--- src/rtl/sprite_pkg.sv ---
`default_nettype none
// ============================================================================
//  Module      : sprite_pkg
//  Description : Shared sprite geometry, frame-buffer sizes and blitter states.
//  Revision    : 1.0  initial release
// ============================================================================
package sprite_pkg;

    localparam int SPR_W      = 90;
    localparam int SPR_H      = 90;
    localparam int FB_W       = 640;
    localparam int FB_H       = 480;
    localparam int IDX_W      = 3;
    localparam int FB_ADDR_W  = 19;
    localparam int ROM_ADDR_W = 13;
    localparam int COL_W      = 7;
    localparam int COORD_W    = 12;

    localparam logic [IDX_W-1:0] TRANSPARENT_IDX = '0;

    typedef enum logic [2:0] {
        ST_IDLE  = 3'd0,
        ST_FETCH = 3'd1,
        ST_WAIT  = 3'd2,
        ST_WRITE = 3'd3,
        ST_DONE  = 3'd4
    } blit_state_t;

endpackage
`default_nettype wire

--- src/rtl/blit_coord_gen.sv ---
`default_nettype none
// ============================================================================
//  Module      : blit_coord_gen
//  Description : Sprite pixel counters, screen clipping and ROM/FB addressing.
//  Revision    : 1.0  initial release
// ============================================================================
module blit_coord_gen
    import sprite_pkg::*;
(
    input  logic                  vga_clk,
    input  logic                  reset,
    input  logic                  load,
    input  logic                  advance,
    input  logic signed [10:0]    pos_x,
    input  logic signed [10:0]    pos_y,
    output logic [ROM_ADDR_W-1:0] rom_addr,
    output logic [FB_ADDR_W-1:0]  fb_addr,
    output logic                  on_screen,
    output logic                  last_pixel
);

    localparam logic [COL_W-1:0] c_col_last = COL_W'(SPR_W - 1);
    localparam logic [COL_W-1:0] c_row_last = COL_W'(SPR_H - 1);

    logic [COL_W-1:0]   r_col;
    logic [COL_W-1:0]   r_row;
    logic [COORD_W-1:0] r_x0;
    logic [COORD_W-1:0] r_y0;
    logic [COORD_W-1:0] w_sx;
    logic [COORD_W-1:0] w_sy;

    always_ff @(posedge vga_clk) begin
        if (reset) begin
            r_col <= '0;
            r_row <= '0;
            r_x0  <= '0;
            r_y0  <= '0;
        end else if (load) begin
            r_col <= '0;
            r_row <= '0;
            r_x0  <= {pos_x[10], pos_x} - COORD_W'(SPR_W / 2);
            r_y0  <= {pos_y[10], pos_y} - COORD_W'(SPR_H / 2);
        end else if (advance) begin
            if (r_col == c_col_last) begin
                r_col <= '0;
                // Wrap the row too so the idle ROM address rests at 0.
                r_row <= (r_row == c_row_last) ? '0 : r_row + 1'b1;
            end else begin
                r_col <= r_col + 1'b1;
            end
        end
    end

    assign w_sx = r_x0 + COORD_W'(r_col);
    assign w_sy = r_y0 + COORD_W'(r_row);

    // Bit 11 is the sign; once clear, an unsigned compare gives the upper bound.
    assign on_screen = !w_sx[COORD_W-1] && (w_sx < COORD_W'(FB_W)) &&
                       !w_sy[COORD_W-1] && (w_sy < COORD_W'(FB_H));

    assign fb_addr    = on_screen ? (FB_ADDR_W'(w_sy) * FB_ADDR_W'(FB_W) + FB_ADDR_W'(w_sx))
                                  : '0;
    assign rom_addr   = ROM_ADDR_W'(r_row) * ROM_ADDR_W'(SPR_W) + ROM_ADDR_W'(r_col);
    assign last_pixel = (r_col == c_col_last) && (r_row == c_row_last);

endmodule
`default_nettype wire

--- src/rtl/sprite_blitter.sv ---
`default_nettype none
// ============================================================================
//  Module      : sprite_blitter
//  Description : Copies opaque, on-screen sprite ROM pixels into the frame buffer.
//  Revision    : 1.0  initial release
// ============================================================================
module sprite_blitter
    import sprite_pkg::*;
(
    input  logic                  vga_clk,
    input  logic                  reset,
    input  logic                  start,
    input  logic signed [10:0]    pos_x,
    input  logic signed [10:0]    pos_y,
    output logic [ROM_ADDR_W-1:0] rom_addr,
    input  logic [IDX_W-1:0]      rom_q,
    output logic                  fb_we,
    output logic [FB_ADDR_W-1:0]  fb_addr,
    output logic [IDX_W-1:0]      fb_data,
    input  logic                  fb_ready,
    output logic                  busy,
    output logic                  done
);

    blit_state_t             r_state;
    blit_state_t             w_next;
    logic                    w_load;
    logic                    w_advance;
    logic                    w_issue;
    logic                    w_on_screen;
    logic                    w_last;
    logic [FB_ADDR_W-1:0]    w_fb_addr;
    logic                    r_fb_we;
    logic [FB_ADDR_W-1:0]    r_fb_addr;
    logic [IDX_W-1:0]        r_fb_data;

    blit_coord_gen u_coord (
        .vga_clk    (vga_clk),
        .reset      (reset),
        .load       (w_load),
        .advance    (w_advance),
        .pos_x      (pos_x),
        .pos_y      (pos_y),
        .rom_addr   (rom_addr),
        .fb_addr    (w_fb_addr),
        .on_screen  (w_on_screen),
        .last_pixel (w_last)
    );

    always_ff @(posedge vga_clk) begin
        if (reset) begin
            r_state <= ST_IDLE;
        end else begin
            r_state <= w_next;
        end
    end

    always_comb begin
        w_next    = r_state;
        w_load    = 1'b0;
        w_advance = 1'b0;
        w_issue   = 1'b0;
        case (r_state)
            ST_IDLE: begin
                if (start) begin
                    w_load = 1'b1;
                    w_next = ST_FETCH;
                end
            end
            ST_FETCH: w_next = ST_WAIT;
            ST_WAIT: begin
                if ((rom_q != TRANSPARENT_IDX) && w_on_screen) begin
                    w_issue = 1'b1;
                    w_next  = ST_WRITE;
                end else begin
                    w_advance = 1'b1;
                    w_next    = w_last ? ST_DONE : ST_FETCH;
                end
            end
            ST_WRITE: begin
                if (fb_ready) begin
                    w_advance = 1'b1;
                    w_next    = w_last ? ST_DONE : ST_FETCH;
                end
            end
            ST_DONE: w_next = ST_IDLE;
            default: w_next = ST_IDLE;
        endcase
    end

    // Write request is held untouched until the arbiter takes it.
    always_ff @(posedge vga_clk) begin
        if (reset) begin
            r_fb_we   <= 1'b0;
            r_fb_addr <= '0;
            r_fb_data <= '0;
        end else if (w_issue) begin
            r_fb_we   <= 1'b1;
            r_fb_addr <= w_fb_addr;
            r_fb_data <= rom_q;
        end else if ((r_state == ST_WRITE) && fb_ready) begin
            r_fb_we   <= 1'b0;
        end
    end

    assign fb_we   = r_fb_we;
    assign fb_addr = r_fb_addr;
    assign fb_data = r_fb_data;
    assign busy    = (r_state == ST_FETCH) || (r_state == ST_WAIT) || (r_state == ST_WRITE);
    assign done    = (r_state == ST_DONE);

endmodule
`default_nettype wire

--- config.mk ---
export PLATFORM = sky130hd
export DESIGN_NAME = sprite_blitter
export DESIGN_NICKNAME = d
export VERILOG_FILES = /design/src/rtl/sprite_pkg.sv /design/src/rtl/blit_coord_gen.sv /design/src/rtl/sprite_blitter.sv
export SDC_FILE = /design/constraint.sdc
export NUM_CORES = 1
export LEC_CHECK = 0
export BUFFER_PORTS_ARGS = -buffer_cell sky130_fd_sc_hd__buf_2
export CORE_MARGIN = 4
export CORE_UTILIZATION = 60
export CTS_CLUSTER_DIAMETER = 120
export DETAILED_ROUTE_END_ITERATION = 10
export PLACE_DENSITY_LB_ADDON = 0.15
export SYNTH_ARGS = -nofsm -noshare
export SYNTH_HDL_FRONTEND = slang
export SYNTH_SLANG_ARGS = --single-unit
--- constraint.sdc ---
create_clock -name vga_clk -period 5.2 [get_ports vga_clk]
set_input_delay 0.52 -clock vga_clk [delete_from_list [all_inputs] [get_ports vga_clk]]
set_output_delay 0.52 -clock vga_clk [all_outputs]
set_load 0.05 [all_outputs]
==> summary.md <==
| Metric | Value |
|---|---|
| Rel. slew slack | `0.3635` |
| Die X | `around 100 um` |
| Dpl cell area | `a little under 0.006 mm^2` |
| Hold Buf Count CTS | `0` |
| Buf/Inv on CP | `3` |
| P_sw | `425.1 uW` |
| CTS tree | `yes` |
| Sw Ratio | `0.3444` |
| Combinational Power Share | `0.246` |
| Final Cycle Share | `0.8763` |
| Yosys warning count | `0` |
| Leak | `0.002856 uW` |
| Core area | `0.008848 mm^2` |
| Top cells by area, synth | `dfxtp_1 (23%), ha_1 (15%), xnor2_1 (7.9%)` |
| Worst-Skew Late Latency | `between 0.3 and 0.4 ns` |
| Crit-path most repeated cell | `ha_1` |
| Reg power frac | `0.440` |
| CP peak stage delay | `0.51 ns` |
| Setup Skew | `0.01331 ns` |
| Worst Path Max Fanout | `8` |
| First-pass GRT wire length | `21540 um` |
| Initial Util | `0.6274` |
| Measured slew at the worst slew-check pin | `~0.95 ns` |
| Via count | `around 4800` |
| Die area | `0.01086 mm^2` |
| GRT overflow | `0` |
| Number of global-route vias before repair | `4691` |
| Hold Path End | `u_coord.r_x0[0]` |
| Post-Route WL | `12320 um` |
| Seq cells post-synth | `64` |
| Area share of the largest cell type after synthesis | `0.2308` |
| Vias per cell | `about 5.7` |
| Largest net degree at the start of global routing | `55` |
| Post-CTS setup buffers | `0` |
| Max H-tree Level | `3` |
| # IOs | `67` |
| Setup_tns | `0 ns` |
| R2R Setup Slk | `0.97 ns` |
| Post-synth top area cell | `dfxtp_1` |
| Hold path depth | `2` |
| Hold Vio Cnt, Final | `0` |
| 1st-iter DRT viols | `123` |
| Clock Pin Slew Worst Setup and Hold Paths | `0.07 ns` |
| CP Class | `register to output pin` |
| Overall routing resource usage | `0.2365` |
| Synth Cell Area | `about 0.0056 mm^2` |
| Max IR drop VDD | `0.0001628 V` |
| Remaining DRCs | `0` |
| CP required | `4.68 ns` |
| Status | `complete, no violations` |
| TritonCTS buffer count | `9` |
| Post-DP HPWL | `just under 10000 um` |
| Worst Hold Class | `input pin to register` |
| Number of setup violations in the final report | `0` |
| Global placement routability congestion | `around 0.88` |
| Crit-path slowest cell | `fa_1` |
| Fmax | `0.2195 GHz` |
| Die height | `104.2 um` |
| Clock sink total | `64` |
| Post_cts resized | `0` |
| Cells along the critical path | `ha_1, ha_1, inv_1, fa_1, inv_1, ha_1, fa_1, a21o_1, a21oi_1, xnor2_1, nand3b_1, nor2_1, nand3_1, xnor2_1, buf_2` |
| Final-stage net count | `around 840` |
| Most common cell in the netlist | `nor2_1` |
| Post-Synthesis Net Count | `781` |
| Final max-slew violation count | `0` |
| Layout cells sized above 1 | `0.1281` |
| Final Cell Area | `0.006102 mm^2` |
| Most frequent cells after synthesis | `nor2_1 (75), ha_1 (65), dfxtp_1 (64)` |
| Initial antenna violation count | `0` |
| RSZ-0062 raised after global routing | `no` |
| Worst r2r src | `u_coord.r_row[0]` |
| Post-synthesis compound-gate area fraction | `0.1801` |
| Row Count | `34` |
| Power per Cell Area | `about 200 mW/mm^2` |
| Min-delay src | `pos_x[0]` |
| CTS Root Cell | `clkbuf_8` |
| Area Overhead vs Synth | `9.917%` |
| Sequential fraction of the synthesis area | `0.2308` |
| Cells after synthesis | `674` |
| Detailed-router iteration count before antenna repair | `4` |
| Multiplexer share of the synthesized area | `0.03336` |
| Top Family by Delay on Critical Path | `adder cells` |
| Post-synthesis adder-cell area fraction | `0.1934` |
| Clk pwr share | `0.314` |
| Count of cell types in the netlist | `55` |
| CTS max path bufs | `2` |
| Pint | `809.2 uW` |
| Max cap viols | `0` |
| Post-synth EDFFs | `0` |
| Combinational family with the most area after synthesis | `adder cells` |
| Wire per inst | `14.64 um` |
| Critical Path AT | `4.04 ns` |
| Prevailing post-synth register cell | `dfxtp_1` |
| Async S/R FF share, synth | `0` |
| Synth Area in XOR/XNOR | `0.1167` |
| Antenna diodes | `0` |
| Startpoint types | `register` |
| Syn Area/Cell | `roughly 8 um^2` |
| Post-synthesis simple-gate area fraction | `0.1911` |
| R2r worst-path depth | `15` |
| Reg-to-reg endpoint | `fb_addr[18]` |
| IO buf count | `66` |
| Final Critical Period | `4.557 ns` |
| Setup crit end kind | `output pin` |
| Final antenna-violating net count | `0` |
## through the flow
step / hold WS (ns) / util / cells / worst slack, ns / power, uW
2_1_floorplan: 0.4362 / - / 674 / 0.8207 / 783.8
3_3_place_gp: 0.4481 / 0.6702 / 826 / 1.086 / 848.2
3_5_place_dp: 0.4560 / 0.6702 / 826 / 1.001 / 857.4
4_1_cts: 0.3481 / 0.6896 / 842 / 0.6165 / 1245
5_1_grt: 0.3661 / 0.6896 / 842 / 0.3671 / 1305
6_report: 0.3627 / 0.6896 / 842 / 0.6435 / 1234
## how the worst max path moves through the flow
stage / slack, ns / from / cells past startpoint / to
6_report: 0.64 / u_coord.r_row[2] / 15 / rom_addr[12]
5_1_grt: 0.37 / u_coord.r_row[2] / 15 / rom_addr[12]
4_1_cts: 0.62 / u_coord.r_row[2] / 15 / rom_addr[12]
3_5_place_dp: 1.00 / u_coord.r_row[0] / 17 / fb_addr[18]
3_3_place_gp: 1.09 / u_coord.r_row[2] / 15 / rom_addr[12]
2_1_floorplan: 0.82 / u_coord.r_row[2] / 14 / rom_addr[12]
## logic make-up after synthesis
| kind of cell | count (synthesis) |
|---|---|
| compound gates | 147 |
| simple gates | 217 |
| xor+xnor | 74 |
| mux | 18 |
| fa+ha+maj | 78 |
| buf+inv | 76 |
| flops | 64 |
## final cells by class
| type | instances | area (um^2) |
|---|---|---|
| multi-input combinational | 534 | 3974 |
| fill | 741 | 2746 |
| sequential | 64 | 1281 |
| timing repair buffer | 68 | 345.3 |
| inverter | 52 | 195.2 |
| tap | 108 | 135.1 |
| clock buffer | 9 | 123.9 |
| clock inverter | 7 | 47.55 |
## per-layer routing
metal / up-vias / share of wire / track usage / routed length (um)
met1: 2215 / 0.45 / 0.3043 / 5590
met2: 92 / 0.48 / 0.3983 / 5922
li1: 2458 / - / - / -
met5: - / 0 / 0 / 0
met3: 24 / 0.042 / 0.04283 / 519
met4: 0 / 0.024 / 0.08167 / 291
## power groups by stage
| stage | Sequential, uW | Clock [uW] | Combinational [uW] |
|---|---|---|---|
| 2_1_floorplan | 552 | 0 | 231 |
| 3_3_place_gp | 552 | 0 | 296 |
| 3_5_place_dp | 554 | 0 | 304 |
| 4_1_cts | 542 | 397 | 305 |
| 5_1_grt | 547 | 416 | 341 |
| 6_report | 543 | 387 | 304 |
## cell usage in the layout (no fill, tap or decap), types with 9 or more instances in the layout
master and instances:
inv_1 52, nor2_1 75, xnor2_1 50, buf_2 66, a21o_1 15, dfxtp_1 64, a21oi_1 42, nor3_1 10
fa_1 13, xor2_1 24, clkbuf_8 9, nand3_1 11, mux2i_1 17, o21ai_0 22, ha_1 65, a211oi_1 21
nand2_1 58
## registers in the layout, summed over array words and instances, names as in the netlist
name	flops
r_state	3
u_coord.r_x0	12
u_coord.r_y0	12
fb_we	1
fb_addr	19
fb_data	3
u_coord.r_col	7
u_coord.r_row	7
Power figures use the tool's default switching activity.
